<file path="src/rtl/vec_mem_reader.sv">
// vec_mem_reader: walks a contiguous range of 16-lane data-memory words and
// streams each word out lane by lane on a valid/ready interface.
// Fetch takes two cycles (ADDR drives the read, WAIT captures the word).
// STREAM then presents lanes 0..15 and holds every output while the sink
// stalls. DONE pulses once before the engine returns to IDLE.

module vec_mem_reader #(
  parameter int N     = 16,
  parameter int LANES = 16
) (
  input  logic                      CLK,
  input  logic                      reset,
  input  logic                      start,
  input  logic [N-1:0]              base_addr,
  input  logic [N-1:0]              word_count,
  output logic                      mem_re,
  output logic [N-1:0]              mem_addr,
  input  logic [LANES-1:0][N-1:0]   mem_rdata,
  output logic [N-1:0]              out_data,
  output logic [3:0]                out_lane,
  output logic                      out_valid,
  input  logic                      out_ready,
  output logic                      out_last,
  output logic                      busy,
  output logic                      done
);

  typedef enum logic [2:0] {
    S_IDLE,
    S_ADDR,
    S_WAIT,
    S_STREAM,
    S_DONE
  } state_t;

  localparam logic [N-1:0] ONE       = N'(1);
  localparam logic [3:0]   LAST_LANE = 4'd15;

  state_t                   r_state;
  logic [N-1:0]             r_addr;
  logic [N-1:0]             r_remaining;
  logic [3:0]               r_lane;
  logic [LANES-1:0][N-1:0]  r_buf;
  logic                     r_mem_re;
  logic [N-1:0]             r_out_data;
  logic                     r_out_valid;
  logic                     r_out_last;
  logic                     r_busy;
  logic                     r_done;

  logic                     w_fire;
  logic [3:0]               w_lane_next;
  logic [N-1:0]             w_remaining_dec;

  // Handshake and next-value helpers used by the state machine.
  assign w_fire          = r_out_valid & out_ready;
  assign w_lane_next     = r_lane + 4'd1;
  assign w_remaining_dec = r_remaining - ONE;

  // Transfer state machine; every output comes straight from a register.
  always_ff @(posedge CLK or posedge reset) begin
    if (reset) begin
      r_state     <= S_IDLE;
      r_addr      <= '0;
      r_remaining <= '0;
      r_lane      <= '0;
      // NOTE: the lane buffer is reset along with the control state so that no
      // stale word from an aborted transfer remains visible after reset.
      r_buf       <= '0;
      r_mem_re    <= 1'b0;
      r_out_data  <= '0;
      r_out_valid <= 1'b0;
      r_out_last  <= 1'b0;
      r_busy      <= 1'b0;
      r_done      <= 1'b0;
    end else begin
      // NOTE: non-blocking assignments throughout, so every branch reads the
      // register values from before this edge, whatever the statement order.
      r_mem_re <= 1'b0;
      r_done   <= 1'b0;
      case (r_state)
        S_IDLE: begin
          if (start) begin
            r_addr      <= base_addr;
            r_remaining <= word_count;
            r_busy      <= 1'b1;
            if (word_count != '0) begin
              r_state  <= S_ADDR;
              r_mem_re <= 1'b1;
            end else begin
              r_state <= S_DONE;
              r_done  <= 1'b1;
            end
          end
        end
        S_ADDR: begin
          r_state <= S_WAIT;
        end
        S_WAIT: begin
          r_buf       <= mem_rdata;
          r_lane      <= '0;
          r_out_data  <= mem_rdata[0];
          r_out_valid <= 1'b1;
          r_out_last  <= 1'b0;
          r_state     <= S_STREAM;
        end
        S_STREAM: begin
          if (w_fire) begin
            if (r_lane != LAST_LANE) begin
              r_lane     <= w_lane_next;
              r_out_data <= r_buf[w_lane_next];
              r_out_last <= (w_lane_next == LAST_LANE) && (r_remaining == ONE);
            end else begin
              r_out_valid <= 1'b0;
              r_out_last  <= 1'b0;
              r_addr      <= r_addr + ONE;
              r_remaining <= w_remaining_dec;
              if (w_remaining_dec != '0) begin
                r_state  <= S_ADDR;
                r_mem_re <= 1'b1;
              end else begin
                r_state <= S_DONE;
                r_done  <= 1'b1;
              end
            end
          end
        end
        S_DONE: begin
          r_busy  <= 1'b0;
          r_state <= S_IDLE;
        end
        default: begin
          r_state <= S_IDLE;
        end
      endcase
    end
  end

  assign mem_re    = r_mem_re;
  assign mem_addr  = r_addr;
  assign out_data  = r_out_data;
  assign out_lane  = r_lane;
  assign out_valid = r_out_valid;
  assign out_last  = r_out_last;
  assign busy      = r_busy;
  assign done      = r_done;

endmodule

</file>
<file path="config.mk">
export PLATFORM = sky130hd
export DESIGN_NAME = vec_mem_reader
export DESIGN_NICKNAME = d
export VERILOG_FILES = /design/src/rtl/vec_mem_reader.sv
export SDC_FILE = /design/constraint.sdc
export NUM_CORES = 1
export LEC_CHECK = 0
export CORE_MARGIN = 3
export CORE_UTILIZATION = 60
export DETAILED_ROUTE_END_ITERATION = 6
export DONT_BUFFER_PORTS = 1
export MAX_ROUTING_LAYER = met4
export PLACE_DENSITY = 0.83
export SKIP_CTS_REPAIR_TIMING = 1
export SLEW_MARGIN = 20
export SYNTH_ARGS = -nofsm -noshare
export SYNTH_HDL_FRONTEND = slang
export SYNTH_SLANG_ARGS = --single-unit
</file>
<file path="constraint.sdc">
create_clock -name CLK -period 18.7 [get_ports CLK]
set_clock_uncertainty 0.2 [all_clocks]
set_input_delay 2.805 -clock CLK [delete_from_list [all_inputs] [get_ports CLK]]
set_output_delay 2.805 -clock CLK [all_outputs]
set_load 0.03 [all_outputs]
</file>
# Yosys cells after proc, flatten, opt, wreduce, memory -nomap -nowiden
# Cells that the tools add are included.
[op_classes]
mux = 42
add_sub_neg = 3
bitwise_logic = 1
magnitude_cmp = 1
n_eq_ne = 11
n_reduce_logical = 13
[op_table]
columns = ["cell", "count"]
rows = [
  ["$mux 16", 9],
  ["$pmux 16 s2", 3],
  ["$bmux 16 s4", 1],
  ["$reduce_bool 16->1", 2],
  ["$add 16x1->16 const B", 1],
  ["$eq 16x1->1 const B", 1],
  ["$sub 16x1->16 const B", 1],
  ["$mux 1", 15],
  ["$mux 3", 5],
  ["$pmux 3 s4", 1],
  ["$pmux 1 s2", 5],
  ["$reduce_and 3->1", 3],
  ["$mux 4", 2],
  ["$ne 2x2->1 const B", 4],
  ["$pmux 4 s2", 1],
  ["$eq 3x2->1 const B", 2],
  ["$reduce_bool 2->1", 3],
  ["$lt 4x5->1 const B", 1],
  ["$add 4x1->4 const B", 1],
  ["$eq 4x4->1 const B", 1],
  ["$ne 4x4->1 const B", 1],
  ["$reduce_and 2->1", 2],
  ["$reduce_and 4->1", 1],
  ["$eq 3x1->1 const B", 1],
  ["4 further kinds", 4],
]
[word_totals]
inputBits = 292
wordCells = 97
reg_bits = 316
out_inout_bits = 41

# Longest topological paths before layout
[depth]
word_depth = 6
depth_mapped = 13

# Least setup slack after synthesis
# No wires, ideal clock.
[synth_timing]
path_type = "in2reg"
start = "input out_ready"
end = "register r_out_data[0], in the netlist out_data[0]"
setup_slack_ns = 14.417
required_ns = 18.428
arrival_ns = 4.010
path_stages = 7
path_cell_list = "nand2_1 a21oi_1 o21a_1 buf_2 buf_1 o22ai_1 nor2_1"
[synth_between]
elab_chain_len = 3
[synth_rtl]
columns = ["item", "line_no", "source"]
rows = [
  ["start, declared", "22", "input logic out_ready,"],
  ["$and 1x1->1", "56", "assign w_fire = r_out_valid & out_ready;"],
  ["$ne 2x2->1 (no source line)", "--", ""],
  ["$reduce_and 3->1 (no source line)", "--", ""],
  ["end signal, assigned", "102", "r_out_data <= mem_rdata[0];"],
  ["end signal, assigned", "111", "r_out_data <= r_buf[w_lane_next];"],
  ["end, declared", "45", "logic [N-1:0] r_out_data;"],
]
# No other way between the ends.
# A chain may end at the register's enable or synchronous reset.

# Worst setup path after layout
[layout_timing]
start = "input out_ready"
end = "register r_out_data[4], in the netlist out_data[4]"
# The elaborated chain is that of the path after synthesis.

==> impl_results.md <==
* GRT overflow at 0
* Site row count at 57
* Detail Route Antenna Nets at 0
* Crit Path Max Fanout at 84
* Setup TNS at 0 ns
* Primary FF master, synth: dfrtp_1
* Setup crit end kind: flip-flop
* Clk root buf: clkbuf_16
* Max Freq at roughly 210 MHz
* GP Congestion at about 0.89
* Area leader, netlist: dfrtp_1
* Area delta synth->final at 8.31%
* Fillcell total at 1876
* Slew @ Worst Pin at ~1.1 ns
* Final #Nets at ~1900
* Worst-path clk slew at 0.06 ns
* Sink Count at 316
* Min-Delay Path Class: flip-flop to flip-flop
* Syn_nets at between 1500 and 2000
* Vias in the first global route at roughly 11000
* Unique masters post-synth at between 50 and 60
* Worst Path Required at between 15 and 20 ns
* First-pass GRT wire length at between 60 and 70 mm
* Drt total wl at slightly below 40 mm
* Setup CP Type: primary input to flip-flop
* TritonCTS clock tree: yes
* Gr usage total at 0.299
* Num CTS Buffers at 34
* Status: finished clean
* Clk_lat worst skew at around 0.50 ns
* Initial DRT Pass Iterations at 6
* Initial DRC count at between 1000 and 1500
* Synth Area per Inst at between 8 and 9 um^2
* Synth warn at 0
* Final Cycle Share at 0.253
* Final Hold Viols at 0
* Final Critical Period at 4.72 ns
* Async set-reset flop share out of synthesis at 1.00
* PD cells at between 100 and 150 nW/um^2
* Starting Density at 0.613
* Avg Vias per Cell at 5.97
* VDD IR max at around 0.000095 V
* Via count at around 12000
* Post-synthesis sequential area ratio at 0.529
* Hold path start: r_buf[136]$_DFFE_PP0P_
* Synth Cell Area at between 10000 and 15000 um^2
* Initial antenna violation count at 1
* Hpwl dp at between 20 and 30 mm
* Final Max Slew Viols at 0
* Post-synth EDFFs at 0
* Syn Inst Count at 1670
* Crit path launch type: primary input
* Relative slew slack at 0.271
* Post-DR wirelength/cell at a little over 20 um
* Die height at 164 um
* FF+latch area at around 7900 um^2
* Hold_ws at 0.267 ns
* Hold Crit Depth at 2
* CORE AREA at ~24000 um^2
* R2r endpoint: out_data[2]$_DFFE_PP0P_
* R2r setup slk at 14.24 ns
* Worst r2r path cells at 8
* Largest net degree at the start of global routing at approximately 170
* Share of post-route cells with drive strength above 1 at 0.0899
* Endpoints failing setup at 0
* H-tree levels at 2
* Count leader, synth: nand2_1
* Die area at around 27000 um^2
* Reg2Reg Launch Point: out_lane[0]$_DFFE_PP0P_
* Max_cap viols at 0
* WP data arrival at between 4 and 5 ns
* CTS Buffer Depth at 3
* Main area contributors after synthesis: dfrtp_1 (53%), nand2_1 (21%), mux4_2 (9.6%), clkbuf_1 (2.1%), a21oi_1 (1.7%)
* Post-route DRC violation count at 0
* Post-synth top area share at 0.529
* Top post-synthesis cells by count: nand2_1 (852), dfrtp_1 (316), clkbuf_1 (82)
* WHS Endpoint: r_buf[136]$_DFFE_PP0P_
* Area of the multi-input gates at about 6600 um^2
* Cell leakage power at ~8.0 nW
* # IOs at approximately 330
* Yosys reg bits at 316
* Port bufs at 0
* RSZ-0062 raised after global routing: false
* Die Span X at 164 um
## cells in the final DEF (no fill, tap or decap), drive strengths merged, types with 3 or more instances in the layout
cell     count
clkbuf      51
and3         3
ha           6
nand4        5
or4b         5
inv         11
o22a         5
mux4        64
a21oi       52
clkinv       5
o22ai       24
xnor2        3
nand2b       3
nor2        53
buf         14
dfrtp      316
nor3        16
nor4        10
nand2      852
o21a         3
or3          3
o21ai       27
nand3       51
a211oi       4
a22oi        6
a31oi        9
o2bb2ai      7
## worst max-delay path by stage
stage,start,end,slack [ns],depth (start not counted)
2_1_floorplan,reset,busy$_DFFE_PP0P_,6.95,1
3_3_place_gp,out_ready,out_data[4]$_DFFE_PP0P_,13.51,6
3_5_place_dp,out_ready,out_data[5]$_DFFE_PP0P_,13.44,6
4_1_cts,out_ready,out_data[5]$_DFFE_PP0P_,13.97,6
5_1_grt,out_ready,out_data[4]$_DFFE_PP0P_,13.82,7
6_report,out_ready,out_data[4]$_DFFE_PP0P_,13.98,7
## flip-flops by register name, indices dropped and copies added, names as in the netlist
register / cells
r_buf: 256
mem_addr: 16
out_data: 16
r_remaining: 16
out_lane: 4
r_state: 3
busy: 1
done: 1
mem_re: 1
out_last: 1
out_valid: 1
## report_power, final
| part | internal [W] | switching [W] |
|---|---|---|
| combinational | 0.000193 | 0.000290 |
| sequential | 0.000738 | 0.000109 |
| clock | 0.000371 | 0.000263 |
## metal layers
layer	vias up	GRT usage	share of wire
met5	-	-	0
met4	0	0.107	0.036
met3	90	0.0883	0.10
met2	536	0.451	0.47
met1	5698	0.390	0.39
li1	5389	-	-
## area by class of cell
cell class,instances,share of cell area
clock buffers,51,0.0621
inverters,12,0.00356
repair buffers,14,0.00874
multi-input cells,1236,0.408
clock inverters,6,0.00309
well taps,324,0.0250
diodes,2,0.000309
flip-flops and latches,316,0.489
## cells by family (layout without fill, tap and decap cells)
kind of cell	after synthesis	in the layout	share of synthesized area
AO/OA/AOI/OAI	148	148	0.0603
XOR/XNOR	4	4	0.00234
adder cells (fa/ha/maj)	6	6	0.00502
buffers and inverters	118	83	0.0323
flip-flops	316	316	0.529
multiplexers	65	65	0.0971
other	0	2	0
AND/OR/NAND/NOR	1013	1013	0.274
## through the flow
step / power (W) / instance area (um^2) / setup slack, ns / util / cells
global route: 0.00205 / 16200 / 13.82 / 0.663 / 1960
floorplan: 0.00118 / 14900 / 6.95 / - / 1670
CTS: 0.00198 / 16100 / 13.97 / 0.662 / 1958
global placement: 0.00133 / 15100 / 13.51 / 0.619 / 1901
detailed placement: 0.00134 / 15100 / 13.44 / 0.619 / 1901
finish: 0.00196 / 16200 / 13.98 / 0.664 / 1961
## critical path, cell delays in order
cell and delay (ns):
nand2_1 0.07, a21oi_1 0.50, nand2_4 0.49, buf_4 0.41, buf_16 0.25, o22ai_1 0.21
nor2_1 0.06
(Power assumes the default switching activity.)
